`src/rtl/logic_unit_arbiter_pkg.sv`:
```
// Shared definitions for the two-requester logic unit arbiter: opcode
// constants, FSM state encodings and the arbitration helper.
// Included by the RTL and by the bench through import.
package logic_unit_arbiter_pkg;

  localparam logic [1:0] OP_AND = 2'b00;
  localparam logic [1:0] OP_OR  = 2'b01;
  localparam logic [1:0] OP_XOR = 2'b10;
  localparam logic [1:0] OP_NOR = 2'b11;

  typedef enum logic [1:0] {
    S_IDLE = 2'b00,
    S_EXEC = 2'b01,
    S_RESP = 2'b10
  } state_t;

  // Returns 1 when requester 1 should win. The favour1 argument only decides
  // genuine contention; a lone requester always wins.
  function automatic logic pick_req1(input logic v0, input logic v1, input logic favour1);
    logic win1;
    if (v0 && v1) begin
      win1 = favour1;
    end else begin
      win1 = v1;
    end
    return win1;
  endfunction

endpackage

```
`src/rtl/logic_unit_32.sv`:
```
// Purely combinational bitwise datapath: AND / OR / XOR / NOR over WIDTH bits.
import logic_unit_arbiter_pkg::*;

module logic_unit_32 #(
  parameter int WIDTH = 32
) (
  input  logic [1:0]       op,
  input  logic [WIDTH-1:0] a,
  input  logic [WIDTH-1:0] b,
  output logic [WIDTH-1:0] y
);

  logic [WIDTH-1:0] y_s;

  // Select the bitwise function named by the opcode.
  always_comb begin
    y_s = '0;
    case (op)
      OP_AND:  y_s = a & b;
      OP_OR:   y_s = a | b;
      OP_XOR:  y_s = a ^ b;
      OP_NOR:  y_s = ~(a | b);
      default: y_s = '0;
    endcase
  end

  assign y = y_s;

endmodule

```
`src/rtl/logic_unit_arbiter.sv`:
```
// Two-requester arbiter in front of a bitwise logic unit.
// IDLE grants one requester, EXEC computes the result for one cycle, RESP
// holds the result until the consumer takes it.
// Build option: define LOGIC_ARB_RR_EN for round-robin arbitration on
// contention; otherwise requester 0 has fixed priority and no pointer exists.
import logic_unit_arbiter_pkg::*;

module logic_unit_arbiter #(
  parameter int WIDTH = 32
) (
  input  logic             clk,
  input  logic             rst_n,
  input  logic             req0_valid,
  output logic             req0_ready,
  input  logic [1:0]       req0_op,
  input  logic [WIDTH-1:0] req0_a,
  input  logic [WIDTH-1:0] req0_b,
  input  logic             req1_valid,
  output logic             req1_ready,
  input  logic [1:0]       req1_op,
  input  logic [WIDTH-1:0] req1_a,
  input  logic [WIDTH-1:0] req1_b,
  output logic             rsp_valid,
  input  logic             rsp_ready,
  output logic             rsp_id,
  output logic [WIDTH-1:0] rsp_data,
  output logic             busy
);

  state_t           state_r;
  state_t           state_s;
  logic [1:0]       op_r;
  logic [WIDTH-1:0] a_r;
  logic [WIDTH-1:0] b_r;
  logic             id_r;
  logic [WIDTH-1:0] rsp_data_r;
  logic [WIDTH-1:0] y_s;

  logic             idle_s;
  logic             favour1_s;
  logic             grant1_s;
  logic             ready0_s;
  logic             ready1_s;
  logic             xfer_s;
  logic [1:0]       sel_op_s;
  logic [WIDTH-1:0] sel_a_s;
  logic [WIDTH-1:0] sel_b_s;

`ifdef LOGIC_ARB_RR_EN
  logic ptr_r;

  // Round-robin pointer: after each transfer, favour the requester not just served.
  always_ff @(posedge clk or negedge rst_n) begin
    if (!rst_n) begin
      ptr_r <= 1'b0;
    end else if (xfer_s) begin
      ptr_r <= ~ready1_s;
    end else begin
      ptr_r <= ptr_r;
    end
  end

  assign favour1_s = ptr_r;
`else
  assign favour1_s = 1'b0;
`endif

  // Grant and handshake: ready only in IDLE, only to the winner, only while it is valid.
  // Ready is also gated by rst_n so it drops the instant reset asserts.
  always_comb begin
    idle_s   = (state_r == S_IDLE);
    grant1_s = pick_req1(req0_valid, req1_valid, favour1_s);
    ready0_s = rst_n && idle_s && req0_valid && !grant1_s;
    ready1_s = rst_n && idle_s && req1_valid && grant1_s;
    xfer_s   = ready0_s || ready1_s;
  end

  // Operand mux feeding the capture registers.
  always_comb begin
    if (ready1_s) begin
      sel_op_s = req1_op;
      sel_a_s  = req1_a;
      sel_b_s  = req1_b;
    end else begin
      sel_op_s = req0_op;
      sel_a_s  = req0_a;
      sel_b_s  = req0_b;
    end
  end

  // Next-state logic for the IDLE -> EXEC -> RESP -> IDLE loop.
  always_comb begin
    state_s = state_r;
    case (state_r)
      S_IDLE: begin
        if (xfer_s) begin
          state_s = S_EXEC;
        end else begin
          state_s = S_IDLE;
        end
      end
      S_EXEC: begin
        state_s = S_RESP;
      end
      S_RESP: begin
        if (rsp_ready) begin
          state_s = S_IDLE;
        end else begin
          state_s = S_RESP;
        end
      end
      default: begin
        state_s = S_IDLE;
      end
    endcase
  end

  // State register; reset aborts any operation in flight.
  always_ff @(posedge clk or negedge rst_n) begin
    if (!rst_n) begin
      state_r <= S_IDLE;
    end else begin
      state_r <= state_s;
    end
  end

  // Capture the winning request on a transfer; hold otherwise.
  always_ff @(posedge clk or negedge rst_n) begin
    if (!rst_n) begin
      op_r <= 2'b00;
      a_r  <= '0;
      b_r  <= '0;
      id_r <= 1'b0;
    end else if (xfer_s) begin
      op_r <= sel_op_s;
      a_r  <= sel_a_s;
      b_r  <= sel_b_s;
      id_r <= ready1_s;
    end else begin
      op_r <= op_r;
      a_r  <= a_r;
      b_r  <= b_r;
      id_r <= id_r;
    end
  end

  logic_unit_32 #(
    .WIDTH(WIDTH)
  ) u_logic_unit (
    .op(op_r),
    .a (a_r),
    .b (b_r),
    .y (y_s)
  );

  // Result register, loaded only in EXEC so it stays stable through RESP.
  always_ff @(posedge clk or negedge rst_n) begin
    if (!rst_n) begin
      rsp_data_r <= '0;
    end else if (state_r == S_EXEC) begin
      rsp_data_r <= y_s;
    end else begin
      rsp_data_r <= rsp_data_r;
    end
  end

  assign req0_ready = ready0_s;
  assign req1_ready = ready1_s;
  assign rsp_valid  = (state_r == S_RESP);
  assign rsp_id     = id_r;
  assign rsp_data   = rsp_data_r;
  assign busy       = (state_r != S_IDLE);

endmodule

```
`config.mk`:
```
export PLATFORM = sky130hd
export DESIGN_NAME = logic_unit_arbiter
export DESIGN_NICKNAME = d
export VERILOG_FILES = /design/src/rtl/logic_unit_arbiter_pkg.sv /design/src/rtl/logic_unit_32.sv /design/src/rtl/logic_unit_arbiter.sv
export SDC_FILE = /design/constraint.sdc
export NUM_CORES = 1
export LEC_CHECK = 0
export BUFFER_PORTS_ARGS = -buffer_cell sky130_fd_sc_hd__buf_2
export CAP_MARGIN = 20
export CORE_AREA = 2 2 136 138
export CTS_CLUSTER_SIZE = 30
export DETAILED_ROUTE_END_ITERATION = 12
export DIE_AREA = 0 0 138 140
export PLACE_DENSITY_LB_ADDON = 0.25
export SYNTH_ARGS = -nofsm -noshare
export SYNTH_HDL_FRONTEND = slang
export SYNTH_SLANG_ARGS = --single-unit
```
`constraint.sdc`:
```
create_clock -name clk -period 2.3 [get_ports clk]
set_clock_uncertainty 0.15 [all_clocks]
set_input_delay 0.115 -clock clk [delete_from_list [all_inputs] [get_ports clk]]
set_output_delay 0.115 -clock clk [all_outputs]
set_load 0.05 [all_outputs]
```
==> results.py <==
metrics = {
    "logic_synthesis": {
        "yosysWarnings": 0,
        "synthFlopType": "dfrtp_1",
        "ys_seq_area_share_pct": 41.2,
        "synthTopCellsByCount": "dfrtp_1 (101), inv_1 (97), a221o_1 (66)",
        "synth_top_area_share_pct": 41.2,
        "synth_cell_types": 25,
        "yosysTopAreaCell": "dfrtp_1",
        "yosysMostFrequentCell": "dfrtp_1",
        "synth_edf_count": 0,
        "synthesis.nets": 776,
        "synth_area_leaders": "dfrtp_1 (41%), ha_1 (13%), a221o_1 (11%)",
        "synthCells": 575,
        "ys_ff_latch": 101,
        "netlist_area_um2": 6130,
        "async_reset_ff_share_pct": 100,
        "synth.avg_cell_area_um2": 10.7,
    },
    "critical_path": {
        "timing.rr.start": "state_r[0]",
        "crit_type": "flip-flop to output port",
        "worstSetupStartpointType": "flip-flop",
        "cp-end-kind": "output port",
        "r2r_slack_ns": 0.40,
        "max_stage_delay_ns": 0.42,
        "crit_required_ns": 2.04,
        "arrival_ns": 1.82,
        "reg2reg_to": "b_r[15]",
        "rr_worst_depth": 4,
        "critPathSlowestCell": "dfrtp_1",
        "cp_max_fo": 29,
        "cp_cell_sequence": "nor2_2 -> inv_2 -> nor3_4 -> buf_12 -> buf_2",
    },
    "sta": {
        "setup_violations": 0,
        "fmax_ghz": 0.480,
        "slew_headroom_pct": 48.5,
        "slew_violations": 0,
        "setup_tns_ns": 0,
        "hold_viol_final": 0,
        "post-route-min-period_ns": 2.08,
        "worst_pin_slew_ns": 0.773,
        "fin_ws_ns": 0.217,
        "finalCritPeriodShare_pct": 90.6,
        "rsz0062_at_grt": "false",
    },
    "clock_tree": {
        "cts_max_level": 3,
        "insertion_delay_ns": 0.35,
        "tritoncts": "built",
        "cts_setup_buffers": 0,
        "ctsHoldBuffers": 135,
        "cts_resized": 0,
        "cts-root-buf": "clkbuf_16",
        "cts_buffer_depth": 2,
        "clk_pin_slew_ns": 0.07,
        "cts_buffers": 9,
        "clock_sinks": 101,
    },
    "global_route": {
        "grt_pass1_wl_um": 28900,
        "overflow": 0,
        "grt_pass1_vias": 5777,
        "grt_max_degree": 59,
        "grtUsageTotal_pct": 18.5,
        "antenna_found_initial": 0,
    },
    "placed_design": {
        "dpl.hpwl_um": 11800,
        "io_buffers": 173,
        "dp_cells": 952,
        "place_ws_ns": 0.396,
        "dpl_cell_area_um2": 7220,
        "routabilityCongestion": 0.795,
    },
    "die": {
        "die-area_um2": 19300,
        "ios": 174,
        "dieHeight_um": 140,
        "core-area_um2": 17800,
        "die-width_um": 138,
        "core.rowCount": 49,
        "start_util_pct": 34.5,
    },
    "detailed_routing": {
        "routed_wl_um": 17600,
        "drc_errors": 0,
        "wire_per_inst_um": 15.9,
        "drt-initial-drc-count": 256,
        "final_antenna_net_count": 0,
        "firstDrtPassIters": 4,
        "vias": 5376,
        "viasPerCell": 4.87,
    },
    "finish": {
        "fill_cells": 1600,
        "fin_nets": 1070,
        "regArea_um2": 2530,
        "utilization_pct": 49.9,
        "multi_input_area_um2": 3020,
        "postLayoutCellArea_um2": 8860,
        "drive_gt1_share_pct": 23.6,
        "area_growth_pct": 44.7,
        "final_cells": 1104,
    },
    "hold_path": {
        "hp-class": "primary input to async pin",
    },
    "power_and_ir_drop": {
        "power.leakage_nw": 4.48,
        "peakVddDrop_v": 0.000485,
        "power_density_nw_per_um2": 1030,
    },
    "status": {
        "status": "finished, final reports clean",
    },
    "job": {
        "max_cap_violations": 0,
    },
}
[cell usage in the layout, fill, tap and decap left out, drive strengths merged]
| cell | n |
|---|---|
| a221o | 66 |
| a31oi | 1 |
| and2 | 66 |
| and4bb | 1 |
| buf | 187 |
| bufinv | 1 |
| clkbuf | 15 |
| dfrtp | 101 |
| diode | 1 |
| dlygate4sd3 | 135 |
| ha | 64 |
| inv | 99 |
| mux2i | 64 |
| nand2 | 33 |
| nand2b | 2 |
| nand3b | 1 |
| nor2 | 2 |
| nor3 | 1 |
| o211ai | 1 |
| o21ai | 1 |
| o221ai | 32 |
| or2 | 1 |
[logic make-up (layout without fill, tap and decap cells)]
family / after synthesis / in the layout / synth area share (%)
compound gates: 101 / 101 / 15.7
fa+ha+maj: 64 / 64 / 13.1
buf+inv: 138 / 437 / 9.72
flops: 101 / 101 / 41.2
mux: 64 / 64 / 10.5
other cells: 0 / 1 / 0
simple gates: 107 / 107 / 9.78
[per-stage QoR]
stage / hold slack [ns] / total power [W]
after floorplan: -0.331 / 0.00623
after global placement: -0.211 / 0.00715
after detailed placement: -0.210 / 0.00747
after CTS: 0.0155 / 0.00922
after global routing: 0.0174 / 0.00983
final: 0.0302 / 0.00912
[final cells by class]
class / count / share of cell area [%]
clock buffer: 15 / 2.91
inverter: 99 / 4.19
antenna: 1 / 0.0282
clock inverter: 1 / 0.339
tap: 229 / 3.23
timing repair buffer: 322 / 26.6
multi-input combinational: 336 / 34.1
sequential: 101 / 28.6
[flip-flops by register name (all words and copies together) (netlist names)]
register / count
b_r: 32
rsp_data: 32
state_r: 2
a_r: 32
op_r: 2
rsp_id: 1
[worst max-delay path: cells and delay by family (launching register included)]
family	cells	cell delay (ns)
buffers and inverters	3	0.58
AND/OR/NAND/NOR	2	0.45
flip-flops	1	0.42
[power by group]
group	total [W]	internal (W)	switching, W
Clock	0.00154	0.000877	0.000660
Combinational	0.00440	0.00189	0.00251
Sequential	0.00318	0.00248	0.000700
[how the worst max path moves through the flow]
stage,start,cells past startpoint,slack (ns),to
floorplan,state_r[0],4,0.44,a_r[0]
global placement,state_r[0],4,0.46,a_r[17]
detailed placement,state_r[0],4,0.40,a_r[18]
CTS,state_r[1],5,0.20,req1_ready
global route,state_r[1],5,0.09,req1_ready
finish,state_r[1],5,0.22,req1_ready
[routing by layer]
metal	vias up	routed length [um]	global-route usage, %	share of wire, %
met1	2591	7730	23.3	44
li1	2605	-	-	-
met3	24	891	2.97	5.1
met4	0	313	6.23	1.8
met5	-	0	0	0
met2	156	8660	32.5	49
(Power assumes the default switching activity.)
